[src/rtl/sid_wr_frontend.sv]
// sid_wr_frontend
// Host register-write front end. Brings the asynchronous write strobe into the
// clk domain, turns each rising edge into one captured {voice, addr, data}
// word, and queues the words in a small first-word-fall-through FIFO. The
// register file drains the FIFO over a valid/ready handshake.

module sid_wr_frontend #(
   parameter int DEPTH = 4
) (
   input  logic                     clk,
   input  logic                     rst,
   input  logic                     wr_strobe_in,
   input  logic [2:0]               addr_in,
   input  logic [1:0]               voice_in,
   input  logic [7:0]               data_in,
   output logic                     wr_valid,
   input  logic                     wr_ready,
   output logic [1:0]               wr_voice,
   output logic [2:0]               wr_addr,
   output logic [7:0]               wr_data,
   output logic [$clog2(DEPTH):0]   fifo_level,
   output logic                     overflow,
   input  logic                     ovf_clr
);

   localparam int AW = $clog2(DEPTH);
   localparam int CW = AW + 1;
   localparam logic [AW-1:0] PTR_ONE  = 1;
   localparam logic [CW-1:0] CNT_ONE  = 1;
   localparam logic [CW-1:0] CNT_FULL = CW'(DEPTH);

   logic          s1, s2, s3;
   logic          rise;
   logic          pop;
   logic          push;
   logic          full;
   logic          ovf_set;
   logic [AW-1:0] wr_ptr;
   logic [AW-1:0] rd_ptr;
   logic [CW-1:0] count;
   logic [12:0]   mem [DEPTH];

   // Strobe synchroniser; flops come out of reset high so a strobe already
   // asserted at reset release must go low before it can produce a write.
   always_ff @(posedge clk or posedge rst) begin
      if (rst) begin
         s1 <= 1'b1;
         s2 <= 1'b1;
         s3 <= 1'b1;
      end else begin
         s1 <= wr_strobe_in;
         s2 <= s1;
         s3 <= s2;
      end
   end

   // The host holds address/voice/data stable around the strobe edge, so the
   // raw inputs can be captured directly when the synchronised edge appears.
   assign rise    = s2 & ~s3;
   assign full    = (count == CNT_FULL);
   assign pop     = wr_valid & wr_ready;
   assign push    = rise & (~full | pop);
   assign ovf_set = rise & full & ~pop;

   // Storage array; a push while full-and-popping lands in the slot the
   // head is vacating, because wr_ptr equals rd_ptr in that state.
   always_ff @(posedge clk or posedge rst) begin
      if (rst) begin
         for (int i = 0; i < DEPTH; i++) begin
            mem[i] <= '0;
         end
      end else if (push) begin
         mem[wr_ptr] <= {voice_in, addr_in, data_in};
      end
   end

   // Pointers wrap naturally since DEPTH is a power of two; count tracks
   // occupancy so full and empty are unambiguous.
   always_ff @(posedge clk or posedge rst) begin
      if (rst) begin
         wr_ptr <= '0;
         rd_ptr <= '0;
         count  <= '0;
      end else begin
         if (push) begin
            wr_ptr <= wr_ptr + PTR_ONE;
         end
         if (pop) begin
            rd_ptr <= rd_ptr + PTR_ONE;
         end
         case ({push, pop})
            2'b10:   count <= count + CNT_ONE;
            2'b01:   count <= count - CNT_ONE;
            default: count <= count;
         endcase
      end
   end

   // Sticky overflow flag; a new drop in the same cycle as a clear keeps it set.
   always_ff @(posedge clk or posedge rst) begin
      if (rst) begin
         overflow <= 1'b0;
      end else if (ovf_set) begin
         overflow <= 1'b1;
      end else if (ovf_clr) begin
         overflow <= 1'b0;
      end
   end

   assign wr_valid                    = (count != '0);
   assign fifo_level                  = count;
   assign {wr_voice, wr_addr, wr_data} = mem[rd_ptr];

endmodule

[config.mk]
export PLATFORM = sky130hd
export DESIGN_NAME = sid_wr_frontend
export DESIGN_NICKNAME = d
export VERILOG_FILES = /design/src/rtl/sid_wr_frontend.sv
export SDC_FILE = /design/constraint.sdc
export NUM_CORES = 1
export LEC_CHECK = 0
export ABC_AREA = 1
export BUFFER_PORTS_ARGS = -buffer_cell sky130_fd_sc_hd__buf_2
export CAP_MARGIN = 20
export CORE_AREA = 2 2 86 88
export DETAILED_ROUTE_END_ITERATION = 10
export DIE_AREA = 0 0 88 90
export SLEW_MARGIN = 20
export SYNTH_ARGS = -nofsm -noshare
export SYNTH_HDL_FRONTEND = slang
export SYNTH_SLANG_ARGS = --single-unit
[constraint.sdc]
create_clock -name clk -period 3.3 [get_ports clk]
set_input_delay 0.165 -clock clk [delete_from_list [all_inputs] [get_ports clk]]
set_output_delay 0.165 -clock clk [all_outputs]
set_load 0.01 [all_outputs]
After elaboration in Yosys (flattened, before gate mapping)
Index checks and enable logic that the tools add are counted.
- magnitude comparators: 3
- mux-type cells: 9
- reductions and logical operators: 4
- equal/unequal tests: 3
- $add $sub $neg: 4
- bitwise logic cells: 11
- operators by type and width (operator ; count):
    52-bit bitwise mux ; 1
    13-bit two-way mux ; 3
    13-bit binary-select mux with 2-bit select ; 1
    13-bit demux with 2-bit select ; 1
    3-bit greater-or-equal comparator, second input constant ; 2
    2-bit NOT with 3-bit output ; 2
    3-bit case mux with 2 select lines ; 1
    1-bit AND ; 5
    2-bit by 1-bit adder with 2-bit output, second input constant ; 2
    2-bit nonzero test ; 2
    3-bit by 1-bit adder with 3-bit output, second input constant ; 1
    3-bit equality test, second input constant ; 1
    3-bit by 1-bit less-than comparator with 1-bit output, second input constant ; 1
    1-bit NOT ; 3
    3-bit nonzero test ; 1
    3-bit by 1-bit subtractor with 3-bit output, second input constant ; 1
    2-bit by 1-bit equality test with 1-bit output, second input constant ; 1
    2-bit equality test, second input constant ; 1
    1-bit two-way mux ; 2
    1-bit logical AND ; 1
    1-bit OR ; 1
- output and inout bits: 18
- bits in registers: 63
- logic and storage cells: 45
- input bits: 18

Depth between registers and ports, before layout
Gate-level depths: netlist of the first run.
- depth after elaboration: 6
- mapped depth: 12
- depth with buffers taken out: 11

Least setup slack after synthesis of the first run
OpenSTA, ideal clock, no wires.
- kind: reg2reg
- start point: register count[0] (netlist: fifo_level[0])
- end point: register count[2] (netlist: fifo_level[2])
- period minus slack after synthesis: 1.915 ns
- data arrival time: 1.793 ns
- cell stages (with the launch flop): 11
- path buffers: 1
- library setup time: 0.123 ns
- required time: 3.177 ns
- setup slack: 1.385 ns
- cell sequence: dfrtp_1 -> nor2_2 -> nand2_2 -> buf_6 -> nand2_1 -> ha_1 -> inv_1 -> fa_1 -> nand2_1 -> nand3_1 -> xor2_1
- word-level cells in the longest chain between the ends: 6
- elaborated cells on any way between the ends: 12
- classes of those cells: add/sub (2); eq/ne (3); mux (1); bitwise (4); reduce/logical (2)
- ends and longest elaborated chain (item ; RTL line ; source):
    start, declared ; 40 ; logic [CW-1:0] count;
    start signal, assigned ; 92 ; 2'b10: count <= count + CNT_ONE;
    start signal, assigned ; 93 ; 2'b01: count <= count - CNT_ONE;
    start signal, assigned ; 94 ; default: count <= count;
    3-bit nonzero test or 3-bit equality test (tied branches) ; 110, 60 ;
    1-bit AND or 1-bit NOT (tied branches) ; 61, 62 ;
    1-bit OR ; 62 ; assign push = rise & (~full | pop);
    1-bit AND ; 62 ;
    2-bit by 1-bit equality test with 1-bit output or 2-bit equality test (tied branches) ; 91 ; case ({push, pop})
    3-bit case mux with 2 select lines or 2-bit nonzero test (tied branches) ; n/a ;
Parallel ways exist; a longest one is shown, timed or not.
A chain may end at the register's enable or synchronous reset.

Worst setup path in the final report of the first run
- start point: register s2
- end point: register count[1] (netlist: fifo_level[1])
- word-level cells in the longest chain between the ends: 4
- elaborated cells on any way between the ends: 6
- classes of those cells: eq/ne (2); mux (1); bitwise (2); reduce/logical (1)
- ends and longest elaborated chain (item ; RTL line ; source):
    start, declared ; 32 ; logic s1, s2, s3;
    start signal, assigned ; 48 ; s2 <= 1'b1;
    start signal, assigned ; 52 ; s2 <= s1;
    1-bit AND (*) ; 59 ; assign rise = s2 & ~s3;
    1-bit AND (*) ; 62 ;
    2-bit by 1-bit equality test with 1-bit output or 2-bit equality test (tied branches) ; 91 ;
    3-bit case mux with 2 select lines or 2-bit nonzero test (tied branches) ; n/a ;
Mark *: on every way between the ends. The rest lies on a longest branch, timed or not.

==> out/results.ini, run 1 <==
[outcome]
status=finished, violations left
violations=hold timing

[placed_design]
hpwl_um=4744
gp_congestion=0.7802
postPlaceCellArea_sq_um=3273
portBuffers=35

[clock_tree]
cts_num_sinks=63
cts_setup_buffers=0
cts_root_buffer=clkbuf_8
cts_resized=0
clk_path_buf_depth=2
cts_tree=built
h-tree-depth=3
numCtsBuffers=9
clk_latency_ps=340
clk_pin_slew_worst_paths_ps=70

[power_and_ir_drop]
power_density_nw_per_um2=971.0
leakage_nw=1.775
peakVddDrop_mv=0.4053

[final_layout]
drive_above_1_share_pct=16.37
fin_nets=416
area_growth_pct=12.42
diodes=0
fin_area_sq_um=3476

[worst_setup_path]
cp-end-kind=flip-flop
cp_max_fo=27
critical_path_required_ps=3560
rr_startpoint=s2
critPathKind=reg2reg
cp_cell_sequence=inv_1, nor2_4, nand2_1, ha_1, inv_1, fa_1, o21ai_0
critPathSlowestCell=dfstp_2
cp_common_cell=inv_1
start_kind=flip-flop
cp.buffers_inverters=2
slowest_delay_ps=530
r2r_cells=7
cp.arrival_ps=2510
r2r_end=fifo_level[1]
r2r_setup_slack_ps=1060
cp_top_family=simple AND/OR/NAND/NOR gates

[floorplan]
core_sq_um=7020
num_io_pins=36
die_x_um=88
placementRows=31
die-area_sq_um=7920
start_util_pct=44.04
die_h_um=90

[routing]
first_pass_iters=4
vias=2633
routed_wl_um=7854
viasPerCell=5.308
drc=0
routedWlPerCell_um=15.83
antenna_left=0
drtIter0Drc=201

[logic_synthesis]
synth_ff_type=dfrtp_1
async_reset_ff_share_pct=100.0
post-synth-top-area-cell=dfrtp_1
synth_area_sq_um=3092
synth.most_common_cell=nand2_1
synth_warnings=0
yosysUniqueCellTypes=21
syn_inst=361
ys_seq_area_share_pct=51.11
synth_edf_count=0
synth_area_leaders=dfrtp_1, nand2_1, nand4_1
synth_top_area_share_pct=48.56
netlist_top_cells_count=nand2_1, dfrtp_1, nand4_1
postSynthAreaPerCell_sq_um=8.564
ys_ff_latch=63
syn_nets=385

[min_path]
min_path_type=in2async

[global_routing]
track_usage_pct=21.88
grt_pass1_wl_um=13120
grt_max_degree=48
overflow=0
antenna_found_initial=0
grt_pass1_vias=2606

[sta]
tightest_slew_ps=878.2
rsz0062_at_grt=no
hold_viol=43
min_period_over_period_pct=67.96
slew-limit-headroom_pct=41.39
final_max_slew_viol_count=0
clock-skew-final_ps=7.782
setup_viol=0
fin_crit_ps=2243
max_freq_mhz=445.9
hold_ws_ps=-47.24
setup_tns_ps=0

[flow_run]
max-cap-violations=0

==> metrics by stage <==
step | utilization [%] | total power (W) | hold slack [ps] | instances | worst slack [ps]
final | 49.51 | 0.003375 | -47.24 | 496 | 1057
after global routing | 49.51 | 0.003681 | 21.90 | 496 | 860.4
after CTS | 49.49 | 0.003397 | 90.76 | 496 | 1053
after detailed placement | 46.62 | 0.002767 | 271.8 | 478 | 1074
after global placement | 46.62 | 0.002739 | 270.7 | 478 | 1104
after floorplan | - | 0.002312 | 169.5 | 361 | 1385
==> worst max-delay path by stage <==
stage	from	endpoint	slack (ps)	cells past startpoint
after floorplan	fifo_level[0]	fifo_level[2]	1380	10
after detailed placement	s2	fifo_level[2]	1070	10
after CTS	s2	fifo_level[1]	1050	7
after global routing	s2	fifo_level[1]	860	7
final	s2	fifo_level[1]	1060	7
after global placement	s2	fifo_level[1]	1100	7
==> cells by family (layout without fill, tap and decap cells) <==
family	after synthesis	count (layout)	synth area share [%]
and+or+nand+nor	205	205	29.83
DFF	63	63	51.11
AOI/OAI and AO/OA	42	42	7.325
buffers and inverters	41	77	7.932
adders and majority gates	6	6	2.671
xor gates and xnor gates	4	4	1.133
==> routing by layer <==
layer  GRT usage [%]  part of all wire (%)  vias to the layer above
met3           3.949                   6.3                       10
met2           33.65                    47                       70
met5               0                     0                        -
met1           30.74                    45                     1267
li1                -                     -                     1286
met4           7.949                   1.2                        0
==> sequential cells by signal, indices dropped and copies added (netlist names) <==
name        cells
s1              1
rd_ptr          2
overflow        1
s3              1
fifo_level      3
wr_ptr          2
mem            52
s2              1
==> report_power, final <==
group / switching [W] / total [W] / internal [W]
registers: 0.000221 / 0.00134 / 0.00112
logic: 0.000894 / 0.00141 / 0.000519
clock network: 0.000290 / 0.000625 / 0.000334
total: 0.00141 / 0.00338 / 0.00197
==> placed cells by master (no fill, tap or decap) <==
cell type      synthesis  layout
nand2_1              115     115
dfrtp_1               60      60
nand4_1               52      52
buf_2                  1      35
o21ai_0               29      29
nor2_1                27      27
inv_1                 14      13
o22ai_1               13      13
clkbuf_8               0      12
buf_4                 12      10
nand3_1                8       8
ha_1                   5       5
clkbuf_1               3       3
dfstp_2                3       3
xnor2_1                2       2
xor2_1                 2       2
clkinv_2               0       2
dlygate4sd3_1          0       2
nor2_2                 1       1
nand2_2                1       1
nor2_4                 1       1
fa_1                   1       1
==> area by class of cell <==
| cell class | instances | area [sq um] |
|---|---|---|
| Clock inverter | 1 | 5.005 |
| Multi-Input combinational cell | 257 | 1266 |
| Sequential cell | 63 | 1580 |
| Inverter | 14 | 53.80 |
| Timing Repair Buffer | 47 | 270.3 |
| Fill cell | 697 | 3545 |
| Clock buffer | 15 | 176.4 |
| Tap cell | 99 | 123.9 |
==> repair_timing <==
item,CTS,global route
setup endpoints to repair,0,0
endpoints found under the hold margin,2,0
hold buffers,2,0
Power figures use the tool's default switching activity.
==> run 2: changes to the inputs <==
--- a/config.mk
+++ b/config.mk
@@ -11,6 +11,7 @@
 export CORE_AREA = 2 2 86 88
 export DETAILED_ROUTE_END_ITERATION = 10
 export DIE_AREA = 0 0 88 90
+export PLACE_DENSITY = 0.66
 export SLEW_MARGIN = 20
 export SYNTH_ARGS = -nofsm -noshare
 export SYNTH_HDL_FRONTEND = slang
==> constraint.sdc (replaced) <==
create_clock -name clk -period 1.86 [get_ports clk]
set_input_delay 0.093 -clock clk [delete_from_list [all_inputs] [get_ports clk]]
set_output_delay 0.093 -clock clk [all_outputs]
set_load 0.01 [all_outputs]
==> out/results.ini, run 2 (synthesized netlist as in run 1, its figures left out) <==
[final_layout]
final_cells=509
most-common-layout-cells=nand2_1, dfrtp_1, nand4_1, buf_2, o21ai_0
final_util_pct=51.08
diodes=0
layout_commonest_cell=nand2_1
drive_above_1_share_pct=19.76
area_growth_pct=15.99
largest_register=mem
fin_nets=429
largest_reg_flops=52

[sta]
slew-limit-headroom_pct=70.39
setup_slack_ps=135.1
hold_ws_ps=46.38
setup_viol=0
tightest_slew_ps=443.6
hold_viol=0
rsz0062_at_grt=yes
clock-skew-final_ps=10.83
final_max_slew_viol_count=0
max_freq_mhz=579.7
min_period_over_period_pct=92.74
fin_crit_ps=1725

[power_and_ir_drop]
total_power_w=0.006025
power.share.clock_pct=16.7
pwr-share-seq_pct=38.7
power_density_nw_per_um2=1680
peakVddDrop_mv=0.8988
p_sw_w=0.002496
leakage_nw=1.824
internal_power_w=0.003529
switching_share_pct=41.43
p_comb_share_pct=44.7

[global_routing]
antenna_found_initial=0
grt_pass1_vias=2687
grt_max_degree=64
overflow=0
track_usage_pct=21.10
grt_pass1_wl_um=13080

[floorplan]
core_sq_um=7020
start_util_pct=44.04
die_x_um=88
die_h_um=90
die-area_sq_um=7920
num_io_pins=36
placementRows=31

[clock_tree]
numCtsBuffers=9
cts_root_buffer=clkbuf_8
h-tree-depth=3
clk_latency_ps=330
cts_num_sinks=63
clk_path_buf_depth=2
cts_setup_buffers=0
clk_pin_slew_worst_paths_ps=70
cts_tree=built

[flow_run]
max-cap-violations=0

[worst_setup_path]
cp.arrival_ps=1940
start_kind=flip-flop
cp_max_fo=4
cp-end-kind=flip-flop
critPathKind=reg2reg
critical_path_required_ps=2080

[routing]
viasPerCell=5.216
first_pass_iters=4
routed_wl_um=7598
routedWlPerCell_um=14.93
antenna_left=0
drtIter0Drc=151
vias=2655
drc=0

[placed_design]
hpwl_um=4801
portBuffers=35
gp_congestion=0.7688
dpl_worst_slack_ps=103.6
placed_cells=490

[outcome]
status=finished clean

[min_path]
min_path_type=in2reg

run 2: worst paths after layout:
check	startpoint	end	slack [ps]	depth (start not counted)
min in group asynchronous	rst	mem[34]	370	4
max in group asynchronous	rst	s3	1170	4
max reg2reg	fifo_level[0]	fifo_level[2]	140	9
min	data_in[0]	mem[26]	50	3
max	fifo_level[0]	fifo_level[2]	140	9
min reg2reg	s1	s2	360	0
run 2: layout make-up:
type,instances,area (sq um)
tap,99,123.9
fill,685,3435
sequential,63,1580
clock buffer,14,152.6
multi-input combinational,257,1276
timing repair buffer,60,386.6
clock inverter,2,10.01
inverter,14,56.30
run 2: routing by layer:
| layer | global-route usage, % | vias to the layer above | share of wire (%) | routed length [um] |
|---|---|---|---|---|
| met5 | 0 | - | 0 | 0 |
| li1 | - | 1313 | - | - |
| met1 | 29.47 | 1261 | 46 | 3512 |
| met3 | 3.489 | 7 | 4.9 | 375 |
| met4 | 8.333 | 0 | 0.93 | 71 |
| met2 | 32.51 | 74 | 48 | 3639 |
run 2: critical path, cell delays in order (launching register included):
cell and delay, ps:
dfrtp_1 420, nor2_2 170, nand2_2 80, nand2_2 80, ha_2 170, inv_1 60, fa_2 340, nand2_1 70
nand3_1 80, xor2_1 140
run 2: metrics by stage:
stage               instance area, sq um  setup TNS [ps]
CTS                                 3578               0
global route                        3586          -3.186
global placement                    3386               0
detailed placement                  3386               0
floorplan                           3102               0
finish                              3586               0
run 2: power by group through the flow:
stage	clock, W	sequential, W	combinational [W]
final	0.00100	0.00233	0.00269
after global routing	0.00112	0.00240	0.00305
after global placement	0	0.00231	0.00265
after floorplan	0	0.00227	0.00184
after CTS	0.00104	0.00232	0.00270
after detailed placement	0	0.00234	0.00268
run 2: what timing repair did:
item                       CTS  global route
hold endpoints to repair    62             0
hold buffers                 3             0
setup endpoints to repair    0            55
gates resized for setup      0             3
